==> config.mk <==
export PLATFORM = sky130hd
export DESIGN_NAME = wait_cycle_counter
export DESIGN_NICKNAME = d
export VERILOG_FILES = /design/src/rtl/wait_cycle_counter.sv
export SDC_FILE = /design/constraint.sdc
export NUM_CORES = 1
export LEC_CHECK = 0
export CORE_MARGIN = 1.5
export CORE_UTILIZATION = 46
export CTS_BUF_LIST = sky130_fd_sc_hd__clkbuf_8
export CTS_CLUSTER_DIAMETER = 150
export DETAILED_ROUTE_END_ITERATION = 8
export PLACE_DENSITY = 0.74
export SYNTH_ARGS = -nofsm -noshare
export SYNTH_HDL_FRONTEND = slang
export SYNTH_SLANG_ARGS = --single-unit
==> constraint.sdc <==
create_clock -name clk -period 1.6 [get_ports clk]
set_input_delay 0.48 -clock clk [delete_from_list [all_inputs] [get_ports clk]]
set_output_delay 0.48 -clock clk [all_outputs]
set_load 0.02 [all_outputs]
==> src/rtl/wait_cycle_counter.sv <==
// Programmable up/down wait-state counter with one-shot and periodic modes.
// Raises a single-cycle end pulse each time the captured terminal value is reached.
module wait_cycle_counter #(
  parameter int unsigned WIDTH = 3,
  parameter int unsigned INIT  = 0
) (
  input  logic             clk,
  input  logic             reset,
  input  logic             start,
  input  logic             stop,
  input  logic             en,
  input  logic             dir,
  input  logic             mode,
  input  logic [WIDTH-1:0] load_val,
  input  logic [WIDTH-1:0] term_val,
  output logic [WIDTH-1:0] out,
  output logic             End,
  output logic             busy,
  output logic             done
);

  localparam logic [WIDTH-1:0] INIT_VAL = WIDTH'(INIT);
  localparam logic [WIDTH-1:0] ONE      = WIDTH'(1);

  typedef enum logic [1:0] {
    IDLE = 2'd0,
    RUN  = 2'd1,
    DONE = 2'd2
  } state_t;

  state_t           state_q, state_d;
  logic [WIDTH-1:0] out_q, out_d;
  logic             end_q, end_d;
  logic [WIDTH-1:0] start_q, start_d;
  logic [WIDTH-1:0] term_q, term_d;
  logic             dir_q, dir_d;
  logic             mode_q, mode_d;
  logic             capture;

  always_comb begin
    state_d = state_q;
    out_d   = out_q;
    end_d   = 1'b0;
    capture = 1'b0;

    unique case (state_q)
      IDLE: begin
        if (start) begin
          capture = 1'b1;
        end
      end
      RUN: begin
        if (stop) begin
          state_d = IDLE;
        end else if (start) begin
          capture = 1'b1;
        end else if (en) begin
          if (out_q == term_q) begin
            end_d = 1'b1;
            if (mode_q) begin
              out_d = start_q;
            end else begin
              state_d = DONE;
            end
          end else if (dir_q) begin
            out_d = out_q - ONE;
          end else begin
            out_d = out_q + ONE;
          end
        end
      end
      DONE: begin
        if (stop) begin
          state_d = IDLE;
        end else if (start) begin
          capture = 1'b1;
        end
      end
      default: begin
        state_d = IDLE;
      end
    endcase

    // A (re)start always wins over stepping and replaces every captured setting.
    if (capture) begin
      state_d = RUN;
      out_d   = load_val;
      start_d = load_val;
      term_d  = term_val;
      dir_d   = dir;
      mode_d  = mode;
    end else begin
      start_d = start_q;
      term_d  = term_q;
      dir_d   = dir_q;
      mode_d  = mode_q;
    end
  end

  always_ff @(posedge clk or negedge reset) begin
    if (!reset) begin
      state_q <= IDLE;
      out_q   <= INIT_VAL;
      end_q   <= 1'b0;
      start_q <= '0;
      term_q  <= '0;
      dir_q   <= 1'b0;
      mode_q  <= 1'b0;
    end else begin
      state_q <= state_d;
      out_q   <= out_d;
      end_q   <= end_d;
      start_q <= start_d;
      term_q  <= term_d;
      dir_q   <= dir_d;
      mode_q  <= mode_d;
    end
  end

  assign out  = out_q;
  assign End  = end_q;
  assign busy = (state_q == RUN);
  assign done = (state_q == DONE);

endmodule

-- Word-level counts from Yosys, hierarchy flattened
Index checks and enable logic that the tools add are counted.
- bits in registers: 14
- logic and storage cells: 51
- $add $sub $neg: 2
- equal/unequal tests: 12
- muxes and demuxes: 24
- reduce and logical (&&, ||, !) cells: 6
- operators by type and width (kind ; number):
    two-way mux 3 bit ; 8
    two-way mux 2 bit ; 7
    != test 4 x 3 -> 1 bit (second input constant) ; 3
    two-way mux 1 bit ; 7
    one-hot mux 2 bit (3 select lines) ; 1
    AND reduction 6 bit ; 1
    AND reduction 5 bit ; 1
    != test 2 x 1 -> 1 bit (second input constant) ; 2
    != test 4 x 2 -> 1 bit (second input constant) ; 1
    nonzero test 2 bit ; 2
    adder 3 x 1 -> 3 bit (second input constant) ; 1
    equality test 3 bit ; 1
    != test 3 x 2 -> 1 bit (second input constant) ; 1
    != test 3 bit (second input constant) ; 1
    subtractor 3 x 1 -> 3 bit (second input constant) ; 1
    equality test 2 x 1 -> 1 bit (second input constant) ; 1
    equality test 2 bit (second input constant) ; 1
    logical NOT 2 bit ; 1
    != test 2 bit (second input constant) ; 1
    one-hot mux 1 bit (2 select lines) ; 1
    OR reduction 2 bit ; 1

-- Logic depth before layout (Yosys ltp)
Gate-level depths: netlist of run 1.
- depth in word-level cells: 8
- gate-level depth with buffers: 8

-- Worst setup path before layout of run 1
Ideal clock, no wire load.
- kind: register to register
- start: register out_q[0], in the netlist out[0]
- end: register out_q[2], in the netlist out[2]
- library setup time: 140 ps
- arrival time: 1665 ps
- required time: 1460 ps
- slack: -205 ps
- cell stages (with the launch flop): 8
- buffers on the path: 0
- period minus slack after synthesis: 1805 ps
- cells stage by stage: dfrtp_1 > inv_1 > fa_1 > xor2_1 > xnor2_1 > mux2_2 > nand2_1 > a31oi_1
- cells in the longest elaborated chain, start to end: 8
- elaborated cells between the ends (all ways): 12
- those cells by class: 2 x add/sub; 2 x eq/ne; 7 x mux; 1 x reduce/logical
- RTL lines (element ; RTL line ; text):
    from (decl) ; 32 ; logic [WIDTH-1:0] out_q, out_d;
    from (signal assigned) ; 111 ; out_q <= out_d;
    adder 3 x 1 -> 3 bit / subtractor 3 x 1 -> 3 bit (equally long branches) ; 68, 66 ;
    two-way mux 3 bit ; 65 ; end else if (dir_q) begin
    two-way mux 3 bit ; 58 ; if (out_q == term_q) begin
    two-way mux 3 bit ; 57 ; end else if (en) begin
    two-way mux 3 bit ; 55 ; end else if (start) begin
    two-way mux 3 bit ; 53 ; if (stop) begin
    two-way mux 3 bit ; 46 ; unique case (state_q)
    two-way mux 3 bit ; 85 ; if (capture) begin
Parallel ways exist; a longest one is shown, timed or not. The select of a mux whose other input is x is not followed.
A chain may end at the register's enable or synchronous reset.

-- Final worst setup path of run 1
- start: register state_q[1]
- end: register out_q[0], in the netlist out[0]
- cells in the longest elaborated chain, start to end: 5
- elaborated cells between the ends (all ways): 12
- those cells by class: 5 x eq/ne; 2 x mux; 5 x reduce/logical
- RTL lines (element ; RTL line ; text):
    from (decl) ; 31 ; state_t state_q, state_d;
    from (signal assigned) ; 110 ; state_q <= state_d;
    equality test 2 x 1 -> 1 bit / equality test 2 bit (equally long branches) ; 46 ;
    OR reduction 2 bit (no line) ; - ;
    one-hot mux 1 bit (2 select lines) ; 46 ;
    != test 3 bit (no line) (tied with other cells) ; - ;
    AND reduction 5 bit (no line) ; - ;
Parallel ways exist; a longest one is shown, timed or not.

==> summary.md, run 1 <==
| Metric | Value |
|---|---|
| Outcome | `finished with violations` |
| Failing checks | `negative setup slack` |
| Yosys cell types | `29` |
| CTS sink count | `14` |
| Setup-failing EPs final | `6` |
| Kind of critical path | `reg -> reg` |
| Diode count | `0` |
| Post-synth top area share | `42.04%` |
| NetSw | `about 1.2 mW` |
| Gr usage total | `27.96%` |
| Core area | `~1700 sq um` |
| Post-detail-place hpwl | `1608 microns` |
| Clk pwr share | `roughly an eighth` |
| Fin crit share | `107.8%` |
| Placed cell area | `between 1000 and 1500 sq um` |
| Hold Violations, Final | `0` |
| Clock Skew | `between 0.0008 and 0.0009 ns` |
| Die Height | `45.56 microns` |
| Most area-consuming cells after synthesis | `dfrtp_1, nand2_1, ha_1` |
| Setup slack, reg-to-reg | `-0.12 ns` |
| Layout cell share with drive strength beyond 1 | `46.67%` |
| Post-Synth XOR/XNOR Area | `under 10%` |
| FP Rows | `15` |
| Final min period | `approximately 1.7 ns` |
| PD cells | `1986 nW/um^2` |
| Gate count after technology mapping | `a little under 90` |
| Cell Chain, Critical Path | `inv_2, ha_4, and2b_2, o21a_4, nor3_1, nand2_2, o211ai_1` |
| Internal power | `roughly 1.6 mW` |
| Area growth syn-to-layout | `68.47%` |
| Slowest CP cell | `dfrtp_1` |
| Detail Route Antenna Nets | `0` |
| Adder-cell share of the synthesized area | `~8.4%` |
| CP Max Fanout | `5` |
| Fill count | `96` |
| Comb pwr share | `roughly 63%` |
| Setup TNS | `-0.5404 ns` |
| Fmax achieved | `just under 600 MHz` |
| Worst skew pair latency | `~0.25 ns` |
| Vias in the first global route | `about 860` |
| RSZ-0062 raised after global routing | `yes` |
| CP required | `roughly 1.8 ns` |
| DR pass1 iterations | `4` |
| Routed wire length | `approximately 2700 microns` |
| Seq pwr share | `between 20% and 30%` |
| Sw frac | `a little over two fifths` |
| Commonest cells in the netlist | `nand2_1, dfrtp_1, inv_1` |
| Mapped cell area | `between 800 and 900 sq um` |
| Final net count | `between 150 and 200` |
| Starting Density | `between 40 and 50%` |
| Via count | `850` |
| Pin count of the biggest net entering global routing | `15` |
| Largest family of logic cells by synthesized area | `simple AND/OR/NAND/NOR gates` |
| CTS root buf | `clkbuf_8` |
| Kind of start point of the critical path | `flop` |
| Cell taking the most area after synthesis | `dfrtp_1` |
| DRC viols | `0` |
| Seq/Total Area, Yosys | `42.04%` |
| Simple logic cell fraction of the synthesized area | `21.92%` |
| Synth Area in Compound Gates | `13.96%` |
| Die Span X | `about 46 microns` |
| Die Area | `just over 2000 sq um` |
| Worst setup margin | `-0.1242 ns` |
| Grt ovf | `0` |
| Initial antenna violation count | `0` |
| Main flop type after synthesis | `dfrtp_1` |
| Mux contribution to synthesized area | `2.553%` |
| Min Hold Slack | `around 0.48 ns` |
| Flip-flop and latch count after synthesis | `14` |
| Peak supply drop | `1296 uV` |
| First-pass GRT wire length | `between 3000 and 4000 microns` |
| Worst-margin pin slew | `between 0.4 and 0.5 ns` |
| Critical path arrival | `roughly 1.9 ns` |
| Detailed-route wire length per cell | `approximately 17 microns` |
| Post-synth ARST share | `100.0%` |
| Initial DRC count | `23` |
| Htree depth | `1` |
| CTS Hold Bufs | `0` |
| P_leak | `around 0.66 nW` |
| Synth warn | `0` |
| Min-delay worst type | `reg -> reg` |
| Critical Path End Type | `flop` |
| Max clock buf depth | `2` |
| Fin area | `approximately 1400 sq um` |
| Clk slew on worst S/H paths | `around 0.060 ns` |
| Crit path largest cell delay | `0.41 ns` |
| Syn Nets | `between 100 and 150` |
| Max-Cap Viols | `0` |
| Slew margin rel. | `between 70 and 80%` |
| Placed cells | `151` |
| Final GP Congestion | `between 0.8 and 0.9` |
| Bufs and invs on worst path | `1` |
| CTS tree | `yes` |
| Register Area | `352.8 sq um` |
| Num CTS Buffers | `3` |
| I/O Buffers | `18` |
| Number of synthesized flops with an enable pin | `0` |
| Max-slew violation count | `0` |
| Avg Cell Area, Syn | `9.363 sq um` |
| Non-Filler Instances | `160` |
| Most frequent cell after synthesis | `nand2_1` |
| Via-per-instance ratio | `approximately 5.3` |
| Area taken by multi-input logic gates | `~540 sq um` |
| Delay-heaviest family, CP | `simple AND/OR/NAND/NOR gates` |
| I/O Pins | `19` |
flip-flops by register name (all words and copies together) (netlist names):
name,count
End,1
dir_q,1
mode_q,1
out,3
start_q,3
state_q,2
term_q,3
tightest hold or removal path, cell delays in order (launching register included):
cell,delay (ns)
dfrtp_1,0.34
nand2_1,0.05
nand2_1,0.06
layout make-up:
| class | instances | area share (%) |
|---|---|---|
| multi-input combinational | 66 | 38.59 |
| timing repair buffer | 44 | 28.25 |
| sequential | 14 | 25.13 |
| clock buffer | 4 | 3.922 |
| tap | 25 | 2.228 |
| inverter | 7 | 1.872 |
metrics by stage:
| stage | setup WS (ns) | power, mW | util [%] |
|---|---|---|---|
| after CTS | -0.1192 | 2.605 | 79.41 |
| after floorplan | -0.01246 | 1.478 | - |
| after global routing | -0.1864 | 2.937 | 82.20 |
| after global placement | -0.4588 | 1.993 | 69.38 |
| after detailed placement | -0.4409 | 2.053 | 69.38 |
| final | -0.1242 | 2.789 | 82.20 |
cells in the final DEF (no fill, tap or decap), types with 2 or more instances in the layout:
cell / count
a31oi_1: 2
nor2_1: 3
clkbuf_8: 4
buf_4: 21
nor3_1: 2
xor2_2: 2
and2b_2: 2
ha_1: 2
clkdlybuf4s50_1: 9
o211ai_1: 2
nand2_1: 20
dfrtp_1: 12
inv_1: 3
dfrtp_2: 2
dlygate4sd2_1: 4
nand2_2: 2
o21ai_1: 3
buf_6: 6
inv_2: 4
o41ai_2: 2
ha_4: 2
xor2_1: 2
cell families after synthesis:
group           Yosys count
simple gates             37
xor+xnor                  5
flops                    14
buf+inv                   9
mux                       2
compound gates           17
fa+ha+maj                 5
power by group through the flow:
stage                     combinational, mW  clock [mW]  sequential [mW]
after global routing                   1.87       0.375            0.689
after floorplan                       0.797           0            0.681
after detailed placement               1.41           0            0.642
final                                  1.76       0.355            0.670
after global placement                 1.36           0            0.637
after CTS                              1.61       0.357            0.641
repair_timing:
| action | 4_1_cts | 5_1_grt |
|---|---|---|
| setup buffers | 5 | 2 |
| resized for setup | 41 | 10 |
| endpoints found under the setup margin | 18 | 17 |
| pin swaps | 8 | 10 |
path summary, 6_finish.rpt:
check / start / endpoint / depth (start not counted)
setup / recovery: state_q[1] / out[0] / 7
min in group asynchronous: reset / state_q[0] / 2
hold reg to reg: start_q[2] / start_q[2] / 2
setup reg to reg: state_q[1] / out[0] / 7
hold / removal: start_q[2] / start_q[2] / 2
max in group asynchronous: reset / out[1] / 2
routing by layer:
layer / share of wire, % / track usage (%)
met5: 0 / 0
met1: 42 / 33.42
met4: 4.1 / 18.82
met2: 49 / 43.10
met3: 5.6 / 7.937
(Power assumes the default switching activity.)
==> run 2, diff against run 1 <==
MAX_ROUTING_LAYER = met4   (was default)
SKIP_LAST_GASP = 1   (was default)
==> run 2 against run 1 <==
  * The run still ends with negative setup slack left
  * Utilization shrank 1.2 points
  * Routed wire length shrank 6.2%
  * Critical path depth grew 1
  * Cell area shrank 1.5%
  * Combinational power shrank 3%
  * Maximum frequency shrank 5.2%
  * First-iteration DRC count grew 8.7%
  * Final cell count is the same
  * Register-to-register slack lost 0.09 ns
  * Clock-buffer cell count is the same
  * Largest power group unchanged
==> summary.md, run 2 (synthesized netlist as in run 1, its figures left out) <==
| Metric | Value |
|---|---|
| Min-delay worst type | `reg -> reg` |
| Final min period | `1.818 ns` |
| Max clock buf depth | `2` |
| Worst skew pair latency | `~0.25 ns` |
| Layout cell share with drive strength beyond 1 | `between 40% and 50%` |
| Max-Cap Viols | `0` |
| Post-detail-place hpwl | `between 1500 and 2000 microns` |
| Die Span X | `~46 microns` |
| Kind of critical path | `reg -> reg` |
| Diode count | `0` |
| Initial DRC count | `25` |
| I/O Buffers | `18` |
| DR pass1 iterations | `4` |
| Failing checks | `negative setup slack` |
| Core area | `1708 sq um` |
| I/O Pins | `19` |
| Commonest non-fill, non-tap cell in the layout | `buf_4` |
| Clk pwr share | `a little over an eighth` |
| Non-Filler Instances | `160` |
| Hold Violations, Final | `0` |
| First-pass GRT wire length | `3774 microns` |
| Max-slew violation count | `0` |
| Area growth syn-to-layout | `65.92%` |
| Vias in the first global route | `~850` |
| CTS sink count | `14` |
| Num CTS Buffers | `3` |
| Final GP Congestion | `0.8324` |
| Critical path arrival | `approximately 2.0 ns` |
| Routed wire length | `~2500 microns` |
| Sw frac | `42.30%` |
| CTS root buf | `clkbuf_8` |
| Register Area | `roughly 350 sq um` |
| Internal power | `between 1.5 and 2 mW` |
| R2r worst-path depth | `8` |
| Reg-to-reg critical path endpoint | `out[0]` |
| Initial antenna violation count | `0` |
| Most frequent cells in the layout | `buf_4, nand2_1, dfrtp_1` |
| Comb pwr share | `62.7%` |
| Worst-margin pin slew | `between 0.4 and 0.5 ns` |
| Via count | `~810` |
| Grt ovf | `0` |
| Fin crit share | `113.7%` |
| Kind of start point of the critical path | `flop` |
| Clock Skew | `0.001209 ns` |
| Place WS | `-0.4409 ns` |
| Clk slew on worst S/H paths | `0.06 ns` |
| CTS Hold Bufs | `0` |
| Placed cells | `~150` |
| CTS tree | `yes` |
| DRC viols | `0` |
| Setup slack, reg-to-reg | `-0.22 ns` |
| Slew margin rel. | `between 60 and 70%` |
| Fill count | `96` |
| Seq pwr share | `24.0%` |
| Worst R2R Start | `state_q[0]` |
| Min Hold Slack | `0.4935 ns` |
| PD cells | `just under 2000 nW/um^2` |
| Via-per-instance ratio | `~5` |
| Pin count of the biggest net entering global routing | `15` |
| Htree depth | `1` |
| Worst setup margin | `-0.2184 ns` |
| Peak supply drop | `approximately 1200 uV` |
| CP required | `around 1.7 ns` |
| Setup-failing EPs final | `7` |
| Util after Layout | `80.95%` |
| Fmax achieved | `approximately 550 MHz` |
| Critical Path End Type | `flop` |
| NetSw | `approximately 1.2 mW` |
| Area taken by multi-input logic gates | `521.8 sq um` |
| RSZ-0062 raised after global routing | `yes` |
| Detail Route Antenna Nets | `0` |
| CP Max Fanout | `6` |
| FP Rows | `15` |
| Starting Density | `about 49%` |
| Outcome | `finished with violations` |
| Die Height | `between 40 and 50 microns` |
| Setup crit start | `state_q[0]` |
| Worst Setup EP | `out[0]` |
| P_leak | `approximately 0.66 nW` |
| Gr usage total | `between 20% and 30%` |
| Die Area | `between 2000 and 2500 sq um` |
| Final net count | `approximately 150` |
| Detailed-route wire length per cell | `between 15 and 20 microns` |
[run 2: worst min path at each step]
stage | startpoint | end | slack [ns] | cells past startpoint
2_1_floorplan | reset | End | 0.18 | 0
3_3_place_gp | start_q[2] | start_q[2] | 0.46 | 2
3_5_place_dp | start_q[0] | start_q[0] | 0.46 | 1
4_1_cts | start_q[2] | start_q[2] | 0.48 | 2
5_1_grt | start_q[2] | start_q[2] | 0.51 | 2
6_report | start_q[2] | start_q[2] | 0.49 | 2
[run 2: area by class of cell]
type | instances | area share, %
repair buffers | 44 | 28.60
multi-input cells | 66 | 37.74
inverters | 7 | 1.900
clock buffers | 4 | 3.982
well taps | 25 | 2.262
flip-flops and latches | 14 | 25.52
[run 2: critical path: stages (launching register included)]
cell and delay [ns]:
dfrtp_1 0.41, inv_2 0.06, ha_1 0.28, and2b_2 0.24, o211ai_1 0.25, a22oi_2 0.14
buf_6 0.16, o21ai_2 0.05, o211ai_1 0.10
[run 2: repair_timing]
action / 4_1_cts / 5_1_grt
setup endpoints to repair: 18 / 16
resized for setup: 37 / 13
pin swaps: 8 / 8
setup buffers: 5 / 2
[run 2: power groups by stage]
stage,sequential (mW),clock [mW],combinational [mW]
after floorplan,0.681,0,0.797
after global placement,0.637,0,1.36
after detailed placement,0.642,0,1.41
after CTS,0.641,0.357,1.60
after global routing,0.669,0.375,1.82
final,0.655,0.361,1.71
[run 2: routing by layer]
metal,GRT usage [%],vias to the layer above,wire length [microns]
met3,7.143,4,104
met5,-,-,0
met1,32.51,385,1099
li1,-,396,-
met4,13.53,0,43
met2,40.56,28,1275
[run 2: metrics by stage]
| step | TNS, ns | total power [mW] | instance area (sq um) |
|---|---|---|---|
| after floorplan | -0.01246 | 1.478 | 838.3 |
| after global placement | -4.186 | 1.993 | 1185 |
| final | -0.6974 | 2.724 | 1383 |
| after CTS | -0.4592 | 2.601 | 1350 |
| after detailed placement | -4.501 | 2.053 | 1185 |
| after global routing | -1.145 | 2.864 | 1383 |
==> run 3, diff against run 2 <==
ABC_CLOCK_PERIOD_IN_PS = 1600   (was default)
==> results of run 3 <==
No change in the layout: final DEF, timing and power equal those of run 2.
==> RTL change 1, RTL diff (settings of run 3) <==
The parameter `WIDTH` goes from 3 to 6.
--- a/src/rtl/wait_cycle_counter.sv
+++ b/src/rtl/wait_cycle_counter.sv
@@ -2,5 +2,5 @@
 // Raises a single-cycle end pulse each time the captured terminal value is reached.
 module wait_cycle_counter #(
-  parameter int unsigned WIDTH = 3,
+  parameter int unsigned WIDTH = 6,
   parameter int unsigned INIT  = 0
 ) (
Ports: changed (resized load_val, out and term_val); port bits go from 19 to 28. The function was not compared with the original's and may differ.
==> RTL change 1 against run 3 <==
The flow still finishes with violations (setup timing); area after synthesis rose by 75%; synthesized cell count rose by 84%; final cell count rose by 69%; sequential cell count rose by 9; core utilization fell by 7.9 points; total power rose by 75%; worst setup slack got worse by 0.27 ns; clock skew rose by 0.0014 ns; routed wire length rose by 66%; design area rose by 60%; critical path depth fell by 1.
==> RTL change 1: results (changes against run 3) <==
metric,value,unit,change
outcome,"finished, violations left",,unchanged
failed_checks,setup timing,,unchanged
crit_fanout,4,,was 6
multi_input_comb_cells,124,,was 66
grt_pass1_vias,1430,,was 847
rr_worst_depth,7,,was 8
clk_latency,0.27,ns,was 0.25 ns
grt_usage,26.3,%,was 26.8%
routabilityCongestion,0.859,,was 0.832
buffers,66,,was 44
ys_top_cells_by_count,"40 x nand2_1, 23 x dfrtp_1, 9 x inv_1, 8 x ha_1, 8 x o21ai_0",,"was 22 x nand2_1, 14 x dfrtp_1, 7 x inv_1"
seq_power_share,23.7,%,was 24.0%
seq_share,26.2,%,was 25.5%
synth_compound_area_share,18.6,%,was 14.0%
seq_cells,23,,was 14
ys_types,46,,was 29
relSlewSlack,70.4,%,was 68.5%
synth_mux_area_share,2.06,%,was 2.55%
min-delay-start,start_q[3],,was start_q[2]
synth.net_count,192,,was 107
p_per_area,2150,nW/µm²,was 1970 nW/µm²
finalSetupViolCount,13,,was 7
syn_inst,164,,was 89
worst_slack,-0.487,ns,was -0.218 ns
synth-xor-area-share,5.33,%,was 5.26%
wl_met3,158,µm,was 104 µm
min_to,start_q[3],,was start_q[2]
io_buffers,27,,was 18
endpoint,out[2],,was out[0]
dr_wl_met2,2230,µm,was 1280 µm
multiInputGateArea,937,µm²,was 522 µm²
vias_per_cell,5.47,,was 5.08
drive_above_1_share,36.7,%,was 45.2%
dpl_cell_area,2010,µm²,was 1180 µm²
holdWs,0.489,ns,was 0.493 ns
nonClkBufAreaFrac,25.4,%,was 28.6%
grt_max_degree,24,,was 15
grt_first_pass_wirelength,6620,µm,was 3770 µm
dpl.cell_count,262,,was 151
critPathArrivalTime,2.24,ns,was 1.95 ns
synth_area_leaders,"dfrtp_1 40%, nand2_1 10%, ha_1 6.9%, xnor2_1 4.2%, o21ai_0 2.7%",,"was dfrtp_1 42%, nand2_1 9.9%, ha_1 6.0%, xor2_1 4.2%, inv_1 3.2%"
wirelength,4180,µm,was 2520 µm
skew,0.00259,ns,was 0.00121 ns
crit_start,state_q[1],,was state_q[0]
path_clk_slew,0.08,ns,was 0.06 ns
vdd_ir_drop_max,1020,µV,was 1240 µV
ctsResizeCount,51,,was 37
clockPowerShare,7.8,%,was 13.3%
n_fill_cell,204,,was 96
==> RTL change 1: cell count changes after synthesis, moves of 5 or more <==
| cell | run 3 | this run |
|---|---|---|
| nand2_1 | 22 | 40 |
| dfrtp_1 | 14 | 23 |
| xnor2_1 | 1 | 7 |
| a21oi_1 | 2 | 7 |
| clkbuf_1 | 0 | 5 |
==> RTL change 1: worst max-delay path: stages (launching register included) <==
cell and delay (ns):
dfrtp_1 0.39, inv_2 0.09, ha_4 0.21, nor2b_4 0.12, o21a_1 0.20, or4_4 0.45
and2_4 0.20, mux2_4 0.30
==> RTL change 1: layer usage <==
| layer | global-route usage [%] | vias to the layer above |
|---|---|---|
| li1 | - | 695 |
| met1 | 30.9 | 727 |
| met2 | 45.8 | 46 |
| met3 | 2.84 | 10 |
| met4 | 10.1 | 0 |
| met5 | - | - |
==> RTL change 2, RTL diff (flow settings as in run 3) <==
Made on the original files. Put a register stage on the outputs `busy` and `done`, cleared by the reset. The values now appear one clock later. The other outputs are not delayed to match.
--- a/src/rtl/wait_cycle_counter.sv
+++ b/src/rtl/wait_cycle_counter.sv
@@ -120,6 +120,13 @@
   assign out  = out_q;
   assign End  = end_q;
-  assign busy = (state_q == RUN);
-  assign done = (state_q == DONE);
+  always_ff @(posedge clk or negedge reset) begin
+    if (!reset) begin
+      busy <= '0;
+      done <= '0;
+    end else begin
+      busy <= (state_q == RUN);
+      done <= (state_q == DONE);
+    end
+  end
 
 endmodule
Function: changed (Yosys sat finds a counterexample within 4 cycles, from zero or initial values and one cycle with reset low).
==> RTL change 2 against run 3 <==
Count of clock-buffer cells in the layout is the same; largest power group unchanged; area after synthesis grew 4.2%; clock skew shrank 0.00069 ns; sequential share of layout area grew 4.9 points; design area shrank 4.3%; the run still ends with setup timing left; worst setup slack gained 0.21 ns; routed wire length shrank 8.5%; sequential cell count grew 2; total power shrank 7.0%; critical path type unchanged.
==> RTL change 2: results (changes against run 3) <==
metric,value,unit,change
synth_mux_area_share,1.15,%,was 2.55%
leakage,0.631,nW,was 0.659 nW
synth_area_leaders,"dfrtp_1 46%, nand2_1 10%, ha_1 5.8%, xor2_1 3.0%, nand2b_1 2.9%",,"was dfrtp_1 42%, nand2_1 9.9%, ha_1 6.0%, xor2_1 4.2%, inv_1 3.2%"
wirelength,2310,µm,was 2520 µm
io_buffers,18,,unchanged
finalSetupViolCount,1,,was 7
drt-initial-drc-count,27,,was 25
critPathMaxStageDelay,0.44,ns,was 0.41 ns
crit_slowest_cell,dfrtp_1,,unchanged
grt_usage,21.4,%,was 26.8%
ys_top_cells_by_count,"24 x nand2_1, 16 x dfrtp_1, 5 x inv_1",,"was 22 x nand2_1, 14 x dfrtp_1, 7 x inv_1"
vias_per_cell,5.32,,was 5.08
synth_edf_count,0,,unchanged
clk_latency,0.25,ns,about the same
crit_type,register to register,,unchanged
clock_path_buffers,2,,unchanged
hp-class,register to register,,unchanged
ys_types,30,,was 29
numCtsBuffers,3,,unchanged
synth_top_area_share,46.1,%,was 42.0%
grt_max_degree,17,,was 15
critPathArrivalTime,1.76,ns,was 1.95 ns
worst_pin_slew,0.591,ns,was 0.471 ns
synthAdderAreaFrac,8.07,%,was 8.41%
grt_pass1_vias,666,,was 847
dr.pass1.iters,4,,unchanged
skew,0.000518,ns,was 0.00121 ns
path_clk_slew,0.06,ns,about the same
synth_compound_area_share,11.4,%,was 14.0%
synthArstFlopShare,100,%,unchanged
outcome,"finished, violations left",,unchanged
root_buffer,clkbuf_8,,unchanged
grt_first_pass_wirelength,3040,µm,was 3770 µm
synth-seq-area-share,46.1,%,was 42.0%
fin_nets,142,,was 154
htree_num_levels,1,,unchanged
synthFlopType,dfrtp_1,,unchanged
n_fill_cell,121,,was 96
worst_slack,-0.00838,ns,was -0.218 ns
antenna_found_initial,0,,unchanged
drive_above_1_share,31.7,%,was 45.2%
dp_hpwl,1330,µm,was 1610 µm
antenna_cells,0,,unchanged
synth-xor-area-share,5.04,%,was 5.26%
rr_worst_depth,7,,was 8
switchingPower,1.08,mW,was 1.15 mW
synth.net_count,108,,was 107
reg2reg_from,state_q[0],,unchanged
routabilityCongestion,0.813,,was 0.832
vdd_ir_drop_max,1050,µV,was 1240 µV
yosys_warnings,0,,unchanged
failed_checks,setup timing,,unchanged
r2r_end,out[1],,was out[0]
crit_fanout,7,,was 6
==> RTL change 2: critical path, delay by kind of cell, from the launching register on <==
kind,cells,cell delay (ns)
flops,1,0.44
compound gates,2,0.40
buf+inv,2,0.27
fa+ha+maj,1,0.24
simple gates,2,0.16
==> RTL change 2: worst min path at each step <==
stage	start	to	slack [ns]	depth (start not counted)
after floorplan	reset	End	0.18	0
after global placement	start_q[1]	start_q[1]	0.47	2
after detailed placement	start_q[1]	start_q[1]	0.47	2
after CTS	start_q[1]	start_q[1]	0.49	2
after global routing	start_q[1]	start_q[1]	0.50	2
final	start_q[1]	start_q[1]	0.49	2
==> RTL change 2: power groups by stage <==
stage / Combinational, mW / Clock (mW) / Sequential [mW]
final: 1.43 / 0.364 / 0.743
after global routing: 1.56 / 0.386 / 0.766
after CTS: 1.11 / 0.367 / 0.723
after detailed placement: 1.09 / 0 / 0.732
after global placement: 1.08 / 0 / 0.728
after floorplan: 0.662 / 0 / 0.771
==> RTL change 2: cell families after synthesis <==
group	after synthesis
and+or+nand+nor	41
adders and majority gates	5
muxes	1
DFF	16
xor gates and xnor gates	5
AOI/OAI and AO/OA	14
buffers and inverters	8
==> RTL change 2: cell type report <==
type,instances,share of cell area [%]
clock buffers,4,4.16
inverters,5,1.42
multi-input cells,66,40.0
flip-flops and latches,16,30.4
well taps,25,2.36
repair buffers,32,21.6
==> RTL change 2: metal layers <==
layer / GRT usage (%) / share of wire [%] / vias to the layer above
li1: - / - / 369
met1: 30.3 / 48 / 373
met2: 28.9 / 43 / 37
met3: 3.92 / 5.4 / 9
met4: 10.3 / 3.4 / 0
met5: - / 0 / -
==> RTL change 2: timing repair <==
item / CTS / global route
resized for setup: 6 / 24
buffers inserted: 3 / 3
setup endpoints to repair: 7 / 13
pin swaps: 0 / 9
==> RTL change 2: metrics by stage <==
step / setup TNS [ns] / cell area [µm²] / cells / setup slack (ns) / hold slack [ns]
after floorplan: 0 / 871 / 90 / 0.0245 / 0.184
after global placement: -1.11 / 1130 / 138 / -0.197 / 0.465
after detailed placement: -1.39 / 1130 / 138 / -0.281 / 0.473
after CTS: 0 / 1200 / 145 / 0.00337 / 0.486
after global routing: -0.428 / 1320 / 148 / -0.0866 / 0.501
final: -0.00838 / 1320 / 148 / -0.00838 / 0.490
